`src/rtl/logic_unit_pipe.sv`:
```
`default_nettype none
// ============================================================================
// Module      : logic_unit_pipe
// Description : Pipelined bitwise-logic unit (XOR/AND/OR/XNOR/NAND/NOR/NOT/ANDN)
//               with valid/ready flow control, zero and illegal-op flags.
// Revision    : 1.0 - initial release
// ============================================================================
module logic_unit_pipe #(
  parameter int WIDTH   = 32,
  parameter int LATENCY = 2
) (
  input  logic             clk,
  input  logic             rst_n,
  input  logic             in_valid,
  output logic             in_ready,
  input  logic [WIDTH-1:0] a,
  input  logic [WIDTH-1:0] b,
  input  logic [3:0]       operation,
  output logic             out_valid,
  input  logic             out_ready,
  output logic [WIDTH-1:0] result,
  output logic             zero,
  output logic             illegal
);

  localparam logic [3:0] c_op_xor  = 4'd6;
  localparam logic [3:0] c_op_and  = 4'd7;
  localparam logic [3:0] c_op_or   = 4'd8;
  localparam logic [3:0] c_op_xnor = 4'd9;
  localparam logic [3:0] c_op_nand = 4'd10;
  localparam logic [3:0] c_op_nor  = 4'd11;
  localparam logic [3:0] c_op_not  = 4'd12;
  localparam logic [3:0] c_op_andn = 4'd13;

  logic [WIDTH-1:0] w_res;
  logic             w_ill;
  logic             w_stall;

  logic [LATENCY-1:0] r_valid;
  logic [LATENCY-1:0] r_ill;
  logic [WIDTH-1:0]   r_res [LATENCY];

  always_comb begin
    w_res = '0;
    w_ill = 1'b0;
    case (operation)
      c_op_xor:  w_res = a ^ b;
      c_op_and:  w_res = a & b;
      c_op_or:   w_res = a | b;
      c_op_xnor: w_res = ~(a ^ b);
      c_op_nand: w_res = ~(a & b);
      c_op_nor:  w_res = ~(a | b);
      c_op_not:  w_res = ~a;
      c_op_andn: w_res = a & ~b;
      default:   w_ill = 1'b1;
    endcase
  end

  // A full output stage that is not being taken freezes the whole pipe.
  assign w_stall  = r_valid[LATENCY-1] && !out_ready;
  assign in_ready = !w_stall;

  always_ff @(posedge clk or negedge rst_n) begin
    if (!rst_n) begin
      r_valid <= '0;
      r_ill   <= '0;
      for (int i = 0; i < LATENCY; i++) begin
        r_res[i] <= '0;
      end
    end else if (!w_stall) begin
      r_valid[0] <= in_valid;
      r_ill[0]   <= in_valid && w_ill;
      r_res[0]   <= in_valid ? w_res : '0;
      for (int i = 1; i < LATENCY; i++) begin
        r_valid[i] <= r_valid[i-1];
        r_ill[i]   <= r_ill[i-1];
        r_res[i]   <= r_res[i-1];
      end
    end
  end

  // Bubbles always carry zero data, so the last stage needs no output gating.
  assign out_valid = r_valid[LATENCY-1];
  assign result    = r_res[LATENCY-1];
  assign illegal   = r_ill[LATENCY-1];
  assign zero      = r_valid[LATENCY-1] && (r_res[LATENCY-1] == '0);

endmodule
`default_nettype wire

```
`config.mk`:
```
export PLATFORM = sky130hd
export DESIGN_NAME = logic_unit_pipe
export DESIGN_NICKNAME = d
export VERILOG_FILES = /design/src/rtl/logic_unit_pipe.sv
export SDC_FILE = /design/constraint.sdc
export NUM_CORES = 1
export LEC_CHECK = 0
export CAP_MARGIN = 40
export CORE_ASPECT_RATIO = 0.5
export CORE_MARGIN = 2
export CORE_UTILIZATION = 52
export DETAILED_ROUTE_END_ITERATION = 7
export PLACE_DENSITY = 0.79
export SLEW_MARGIN = 20
export SYNTH_ARGS = -nofsm -noshare
export SYNTH_HDL_FRONTEND = slang
export SYNTH_SLANG_ARGS = --single-unit
```
`constraint.sdc`:
```
create_clock -name clk -period 1.9 [get_ports clk]
set_clock_uncertainty 0.1 [all_clocks]
set_input_delay 0.57 -clock clk [delete_from_list [all_inputs] [get_ports clk]]
set_output_delay 0.57 -clock clk [all_outputs]
set_load 0.02 [all_outputs]
```
# Word level (Yosys, flattened, before mapping)
# Cells that the tools add are included.
[word_totals]
reg_bits = 68
input_bits = 72
output_inout_bits = 36
elab_cells = 31
[op_classes]
n_eq_ne = 8
mux = 3
bitwise = 9
reduce_logical = 7
[ops]
columns = ["operator", "n"]
rows = [
  ["case mux 32 bit (8 select lines)", 1],
  ["NOT 32 bit", 5],
  ["bitwise AND 32 bit", 2],
  ["logical NOT 32 bit", 1],
  ["two-way mux 32 bit", 1],
  ["bitwise OR 32 bit", 1],
  ["XOR 32 bit", 1],
  ["equality test 4 bit, second input constant", 6],
  ["equality test 4 x 3 -> 1 bit, second input constant", 2],
  ["OR reduction 8 bit", 1],
  ["logical AND 1 bit", 3],
  ["logical NOT 1 bit", 2],
  ["two-way mux 1 bit", 1],
]

# Depth between registers and ports, before layout
# Gate-level depths: netlist of run 1.
[logic_depth]
depth_word = 4
mapped_depth = 7
mapped_depth_nobuf = 6

# Worst setup path after synthesis of run 1
# No wires, ideal clock.
[synth_path]
kind = "reg-to-output"
start = "register r_valid[1]"
end = "output zero"
arrival_ns = 1.299
required_time_ns = 1.230
path_slack_ns = -0.069
path_stages_with_launch = 4
n_path_buf = 0
path_cell_list = "dfrtp_1 > nor4b_1 > nand4_1 > nor3_1"
[synth_between]
elab_chain_cells = 1
[synth_lines]
columns = ["element", "line", "source"]
rows = [
  ["from (decl)", "39", "logic [LATENCY-1:0] r_valid;"],
  ["from (signal, indexed assignment)", "75", "r_valid[i] <= r_valid[i-1];"],
  ["logical AND 1 bit", "86", "assign zero = r_valid[LATENCY-1] && (r_res[LATENCY-1] == '0);"],
  ["to (decl)", "22", "output logic zero,"],
]
# No other way between the ends.

# Final worst setup path of run 1
[layout_path]
start = "register r_res, in the netlist result[10]"
end = "output zero"
[layout_between]
elab_chain_cells = 2
[layout_lines]
columns = ["element", "line", "source"]
rows = [
  ["from (decl)", "41", "logic [WIDTH-1:0] r_res [LATENCY];"],
  ["from (signal, indexed assignment)", "77", "r_res[i] <= r_res[i-1];"],
  ["logical NOT 32 bit", "86", ""],
  ["logical AND 1 bit", "86", ""],
]
# No other way between the ends.

==> results of run 1 <==
[per-layer routing]
layer,vias to the layer above,part of all wire (%)
met5,-,0.12
met4,4,4.2
met3,121,11
met2,466,46
met1,3125,39
li1,2944,-
[sequential cells by signal (all words and copies together), names as in the netlist]
| signal | flops |
|---|---|
| r_ill | 2 |
| r_res | 32 |
| result | 32 |
| r_valid | 2 |
[how the worst max path moves through the flow]
stage / start / to / slack, ps / depth (start not counted)
floorplan: out_ready / in_ready / 60 / 3
global placement: operation[2] / r_res[37] / -600 / 7
detailed placement: operation[2] / r_res[48] / -720 / 7
CTS: result[10] / zero / -330 / 5
global route: result[10] / zero / -470 / 5
finish: result[10] / zero / -320 / 5
[where the power goes]
group | switching (mW) | internal (mW)
combinational | 0.932 | 0.851
clock | 0.654 | 1.28
sequential | 0.0909 | 1.55
total | 1.68 | 3.68
[through the flow]
step	power (mW)	TNS [ps]	setup slack [ps]
final	5.36	-758	-320
after global routing	5.53	-1660	-472
after CTS	5.13	-333	-333
after detailed placement	3.16	-30170	-717
after global placement	3.10	-28180	-596
after floorplan	2.42	0	60.4
[layout make-up]
class,instances,area [um2]
multi-input cells,550,4440
fillers,685,2460
repair buffers,248,2330
flip-flops and latches,68,1700
inverters,69,259
clock buffers,10,229
well taps,165,206
clock inverters,6,113
diodes,1,2.50
[layout by cell type, fill, tap and decap left out, types with 9 or more instances in the layout]
master,instances
nand2_1,166
buf_4,123
ha_1,73
dfrtp_1,68
nor2b_1,59
inv_1,56
o21ai_1,41
clkdlybuf4s50_1,39
o22ai_1,31
dlygate4sd2_1,29
mux2i_1,25
dlymetal6s2s_1,22
ha_4,20
o21ai_0,18
a211oi_2,16
o32ai_1,15
a211oi_1,15
o32ai_2,14
inv_2,13
buf_12,12
clkbuf_16,9
[cell families (layout without fill, tap and decap cells)]
kind of cell	Yosys count	after routing	synth area share, %
AOI/OAI and AO/OA	162	162	17.0
adders and majority gates	96	96	19.3
and+or+nand+nor	259	259	19.5
xor gates and xnor gates	1	1	0.141
buffers and inverters	148	333	11.6
DFF	68	68	27.3
other	0	1	0
muxes	32	32	5.14
[what timing repair did]
action | 4_1_cts | 5_1_grt
resized for setup | 99 | 104
setup endpoints to repair | 75 | 43
setup buffers | 4 | 5
pin swaps | 23 | 48
cloned | 3 | 0
[worst register-to-register path, cell delays in order, from the launching register on]
cell and delay [ps]:
dfrtp_1 400, buf_4 160, nor2b_4 120, inv_2 60
buf_6 230, nand2_1 140, a2111oi_2 330, a311o_1 170
==> impl_metrics.env, run 1 <==
export IMPL_cp_data_required_time_ps=1230
export IMPL_cpPeakStageDelay_ps=390
export IMPL_grt_use_met2_pct=52.9
export IMPL_hp_class="input pin to asynchronous set/reset pin"
export IMPL_wl_per_cell_um=20.4
export IMPL_gp_congestion=0.863
export IMPL_synth_fp_nets=934
export IMPL_drt_total_wl_mm=22.8
export IMPL_fp_dieW_um=159
export IMPL_synth_seq_area_share_pct=27.3
export IMPL_critical_path_cell_chain="nor4_2 > buf_4 > nand4_1 > nor3_2 > buf_4"
export IMPL_synth_commonest_cells="nand2_1, ha_1, dfrtp_1"
export IMPL_status="finished, violations left"
export IMPL_synth_area_leaders="dfrtp_1, ha_1, nand2_1"
export IMPL_regToRegSetupSlack_ps=110
export IMPL_die_area_mm2=0.0129
export IMPL_cts_buffer_depth=2
export IMPL_dp_hpwl_mm=13.5
export IMPL_path_common_cell="buf_4"
export IMPL_layout_min_cycle_time_ps=2220
export IMPL_slew_headroom_pct=61.2
export IMPL_synth_area_leader_cell="dfrtp_1"
export IMPL_worstMarginPinSlew_ps=581
export IMPL_io_pins=108
export IMPL_grt_pass1_vias=6341
export IMPL_synth_distinct_cells=39
export IMPL_grtUsageMet1_pct=39.3
export IMPL_leakagePower_nw=4.75
export IMPL_cp_top_family="simple AND/OR/NAND/NOR gates"
export IMPL_tritoncts="yes"
export IMPL_grt_max_degree=69
export IMPL_grt_pass1_wl_mm=31.3
export IMPL_rsz0062_at_grt="yes"
export IMPL_worstSetupPathType="register to output pin"
export IMPL_r2r_start="r_valid[1]"
export IMPL_fmax_mhz=451
export IMPL_drtIter0Drc=785
export IMPL_drv_slew=0
export IMPL_slowest_stage="dfrtp_1"
export IMPL_violations="negative setup slack"
export IMPL_hold_slack_ps=184
export IMPL_row_count=28
export IMPL_post_route_cells_drive_above_1_share_pct=27.4
export IMPL_ant_nets=0
export IMPL_crit_fanout=2
export IMPL_worstSetupStartpointType="register"
export IMPL_placedCellCount=1095
export IMPL_remaining_drc_errors=0
export IMPL_gr_usage_all_layers_pct=30.7
export IMPL_gr_total_overflow=0
export IMPL_worstPathArrival_ps=1550
export IMPL_cts_buffers=9
export IMPL_hold_viol_final=0
export IMPL_synth_flop_cell="dfrtp_1"
export IMPL_end_kind="output pin"
export IMPL_cts_sinks=68
export IMPL_timing_rr_end="r_res[62]"
export IMPL_hold_buffers=0
export IMPL_finalSetupViolations=11
export IMPL_antenna_found_initial=2
export IMPL_fin_ws_ps=-320
export IMPL_yosysMostFrequentCell="nand2_1"
export IMPL_cts_root_buf="clkbuf_16"
export IMPL_worst_r2r_path_depth=7
export IMPL_worst_path_buf_inv=2
export IMPL_syn_avg_cell_area_um2=8.14
export IMPL_syn_to_final_growth_pct=48.8
export IMPL_via_count=6660
export IMPL_portBuffers=107
export IMPL_vias_per_cell=5.96
export IMPL_cts_clk_slew_worst_paths_ps=60
export IMPL_final_nets=1114
export IMPL_start_util_pct=53.1
export IMPL_period_share_pct=117
export IMPL_synth_edf_count=0
export IMPL_htree_levels=3
export IMPL_yosysTopAreaCellShare_pct=27.3
export IMPL_busiest_layer="met2"
export IMPL_syn_inst=766
export IMPL_async_flop_share_pct=100
export IMPL_ir_drop_v=0.000498
export IMPL_use_met3_pct=6.62
export IMPL_fp_coreArea_mm2=0.0117
export IMPL_synth_warnings=0
export IMPL_dr_pass1_iters=5
export IMPL_fin_util_pct=79.1
export IMPL_yosys_register_bits=68
export IMPL_fin_area_mm2=0.00928
export IMPL_clock_latency_ps=340
export IMPL_fin_cells=1117
export IMPL_dpl_cell_area_mm2=0.00821
export IMPL_cellPowerDensity_mw_per_mm2=577
export IMPL_maxCapViolCount=0
export IMPL_synth_area_mm2=0.00623
export IMPL_fp_dieH_um=81.4
Note: power is estimated with default switching activity, not from simulation.
==> run 2, diff against run 1 <==
Settings changed: CORE_UTILIZATION 52 to 55, PLACE_DENSITY 0.79 to 0.83.
==> run 2 against run 1 <==
Against the previous run: the run ends with design-rule violations, negative setup slack left; die area is 5.3% lower; global-route usage is 7.1 points higher; critical path depth is 1 lower; critical path type unchanged.
==> impl_metrics.env, run 2 (same netlist as run 1, synthesis figures left out) <==
export IMPL_syn_to_final_growth_pct=53.5
export IMPL_ant_nets=0
export IMPL_tritoncts="yes"
export IMPL_dr_pass1_iters=8
export IMPL_cp_top_family="simple AND/OR/NAND/NOR gates"
export IMPL_clock_latency_ps=370
export IMPL_layout_min_cycle_time_ps=2230
export IMPL_die_area_mm2=0.0123
export IMPL_fin_ws_ps=-328
export IMPL_period_share_pct=117
export IMPL_grt_pass1_vias=6837
export IMPL_via_count=7634
export IMPL_rsz0062_at_grt="yes"
export IMPL_cts_root_buf="clkbuf_16"
export IMPL_htree_levels=3
export IMPL_hold_slack_ps=133
export IMPL_fp_dieW_um=155
export IMPL_leakagePower_nw=4.77
export IMPL_n_fill_cell=451
export IMPL_crit_fanout=2
export IMPL_grt_pass1_wl_mm=35.4
export IMPL_drv_slew=0
export IMPL_wl_per_cell_um=27.0
export IMPL_worstPathArrival_ps=1560
export IMPL_fin_area_mm2=0.00957
export IMPL_fp_dieH_um=79.3
export IMPL_fp_coreArea_mm2=0.0110
export IMPL_gr_total_overflow=0
export IMPL_dp_hpwl_mm=13.9
export IMPL_slew_headroom_pct=66.8
export IMPL_worstSetupPathType="register to output pin"
export IMPL_gr_usage_all_layers_pct=37.8
export IMPL_cts_buffers=9
export IMPL_io_pins=108
export IMPL_cellPowerDensity_mw_per_mm2=587
export IMPL_worst_path_buf_inv=1
export IMPL_slowest_stage="dfrtp_1"
export IMPL_cp_data_required_time_ps=1230
export IMPL_hold_buffers=0
export IMPL_finalSetupViolations=29
export IMPL_worstSetupStartpointType="register"
export IMPL_n_antenna_cell=0
export IMPL_hp_class="input pin to asynchronous set/reset pin"
export IMPL_final_nets=1127
export IMPL_cts_sinks=68
export IMPL_start_util_pct=56.6
export IMPL_vias_per_cell=6.88
export IMPL_remaining_drc_errors=92
export IMPL_ir_drop_v=0.000822
export IMPL_grt_max_degree=69
export IMPL_cts_buffer_depth=2
export IMPL_layout_common_cells="nand2_1, buf_4, ha_1, dfrtp_1, nor2b_1"
export IMPL_cts_clk_slew_worst_paths_ps=70
export IMPL_final_common_cell="nand2_1"
export IMPL_dpl_cell_area_mm2=0.00818
export IMPL_drt_total_wl_mm=30.0
export IMPL_antenna_found_initial=1
export IMPL_fin_util_pct=86.9
export IMPL_portBuffers=107
export IMPL_critical_path_cell_chain="nor4_4 > nand4_1 > nor3_2 > buf_4"
export IMPL_fmax_mhz=449
export IMPL_hold_viol_final=0
export IMPL_gp_congestion=0.870
export IMPL_status="finished, violations left"
export IMPL_post_route_cells_drive_above_1_share_pct=31.8
export IMPL_maxCapViolCount=0
export IMPL_row_count=27
export IMPL_place_ws_ps=-713
export IMPL_worstMarginPinSlew_ps=497
export IMPL_end_kind="output pin"
export IMPL_cpPeakStageDelay_ps=410
export IMPL_drtIter0Drc=1203
export IMPL_violations="design-rule violations, negative setup slack"
-- run 2: cell count changes in the layout (fill, tap and decap cells not counted), sizes merged --
cell	previous run	this run
buf	147	159
bufbuf	0	1
bufinv	3	2
clkbuf	14	11
clkdlybuf4s15	7	11
clkdlybuf4s50	39	43
clkinvlp	0	1
diode	1	0
dlymetal6s2s	22	16
inv	69	70
-- run 2: cell type report --
type | count | area (um2) | share of cell area [%]
clock buffers | 9 | 225 | 2.35
clock inverters | 7 | 98.8 | 1.03
inverters | 69 | 259 | 2.71
multi-input cells | 550 | 4670 | 48.8
flip-flops and latches | 68 | 1700 | 17.8
well taps | 145 | 181 | 1.90
repair buffers | 261 | 2430 | 25.4
-- run 2: worst paths after layout --
kind | from | end | slack (ps) | cells after the start
worst max-delay path | result[31] | zero | -330 | 4
worst min-delay path | rst_n | r_res[38] | 130 | 2
worst max register to register | r_valid[1] | r_res[49] | -50 | 7
worst min register to register | r_valid[0] | r_valid[1] | 360 | 1
max in group asynchronous | rst_n | result[28] | 1270 | 2
min in group clk | r_valid[0] | r_valid[1] | 360 | 1
-- run 2: stage by stage --
stage | std cells | setup TNS (ps) | total power [mW]
finish | 1109 | -2830 | 5.62
global route | 1109 | -3360 | 5.74
CTS | 1107 | -320 | 5.06
detailed placement | 1080 | -28140 | 3.17
global placement | 1080 | -25360 | 3.10
floorplan | 766 | 0 | 2.42
-- run 2: per-layer routing --
metal | track usage [%] | routed length, um
met1 | 44.9 | 10000
met2 | 61.2 | 11800
met3 | 11.1 | 4990
met4 | 23.4 | 3220
met5 | 0 | 7
-- run 2: report_power, final --
| part | internal [mW] | leakage, nW | switching [mW] |
|---|---|---|---|
| clock network | 1.16 | 0.156 | 0.806 |
| logic | 0.917 | 3.68 | 1.10 |
| registers | 1.54 | 0.929 | 0.101 |
| total | 3.62 | 4.77 | 2.00 |
-- run 2: what timing repair did --
item,4_1_cts,5_1_grt
buffers inserted,12,4
gates resized for setup,117,130
pin swaps,30,52
gates cloned,3,0
endpoints found under the setup margin,73,42
==> run 3, diff against run 2 <==
Settings changed: CAP_MARGIN 40 to 20.
==> results of run 3 <==
Final layout, timing and power as in run 2 (identical DEF).
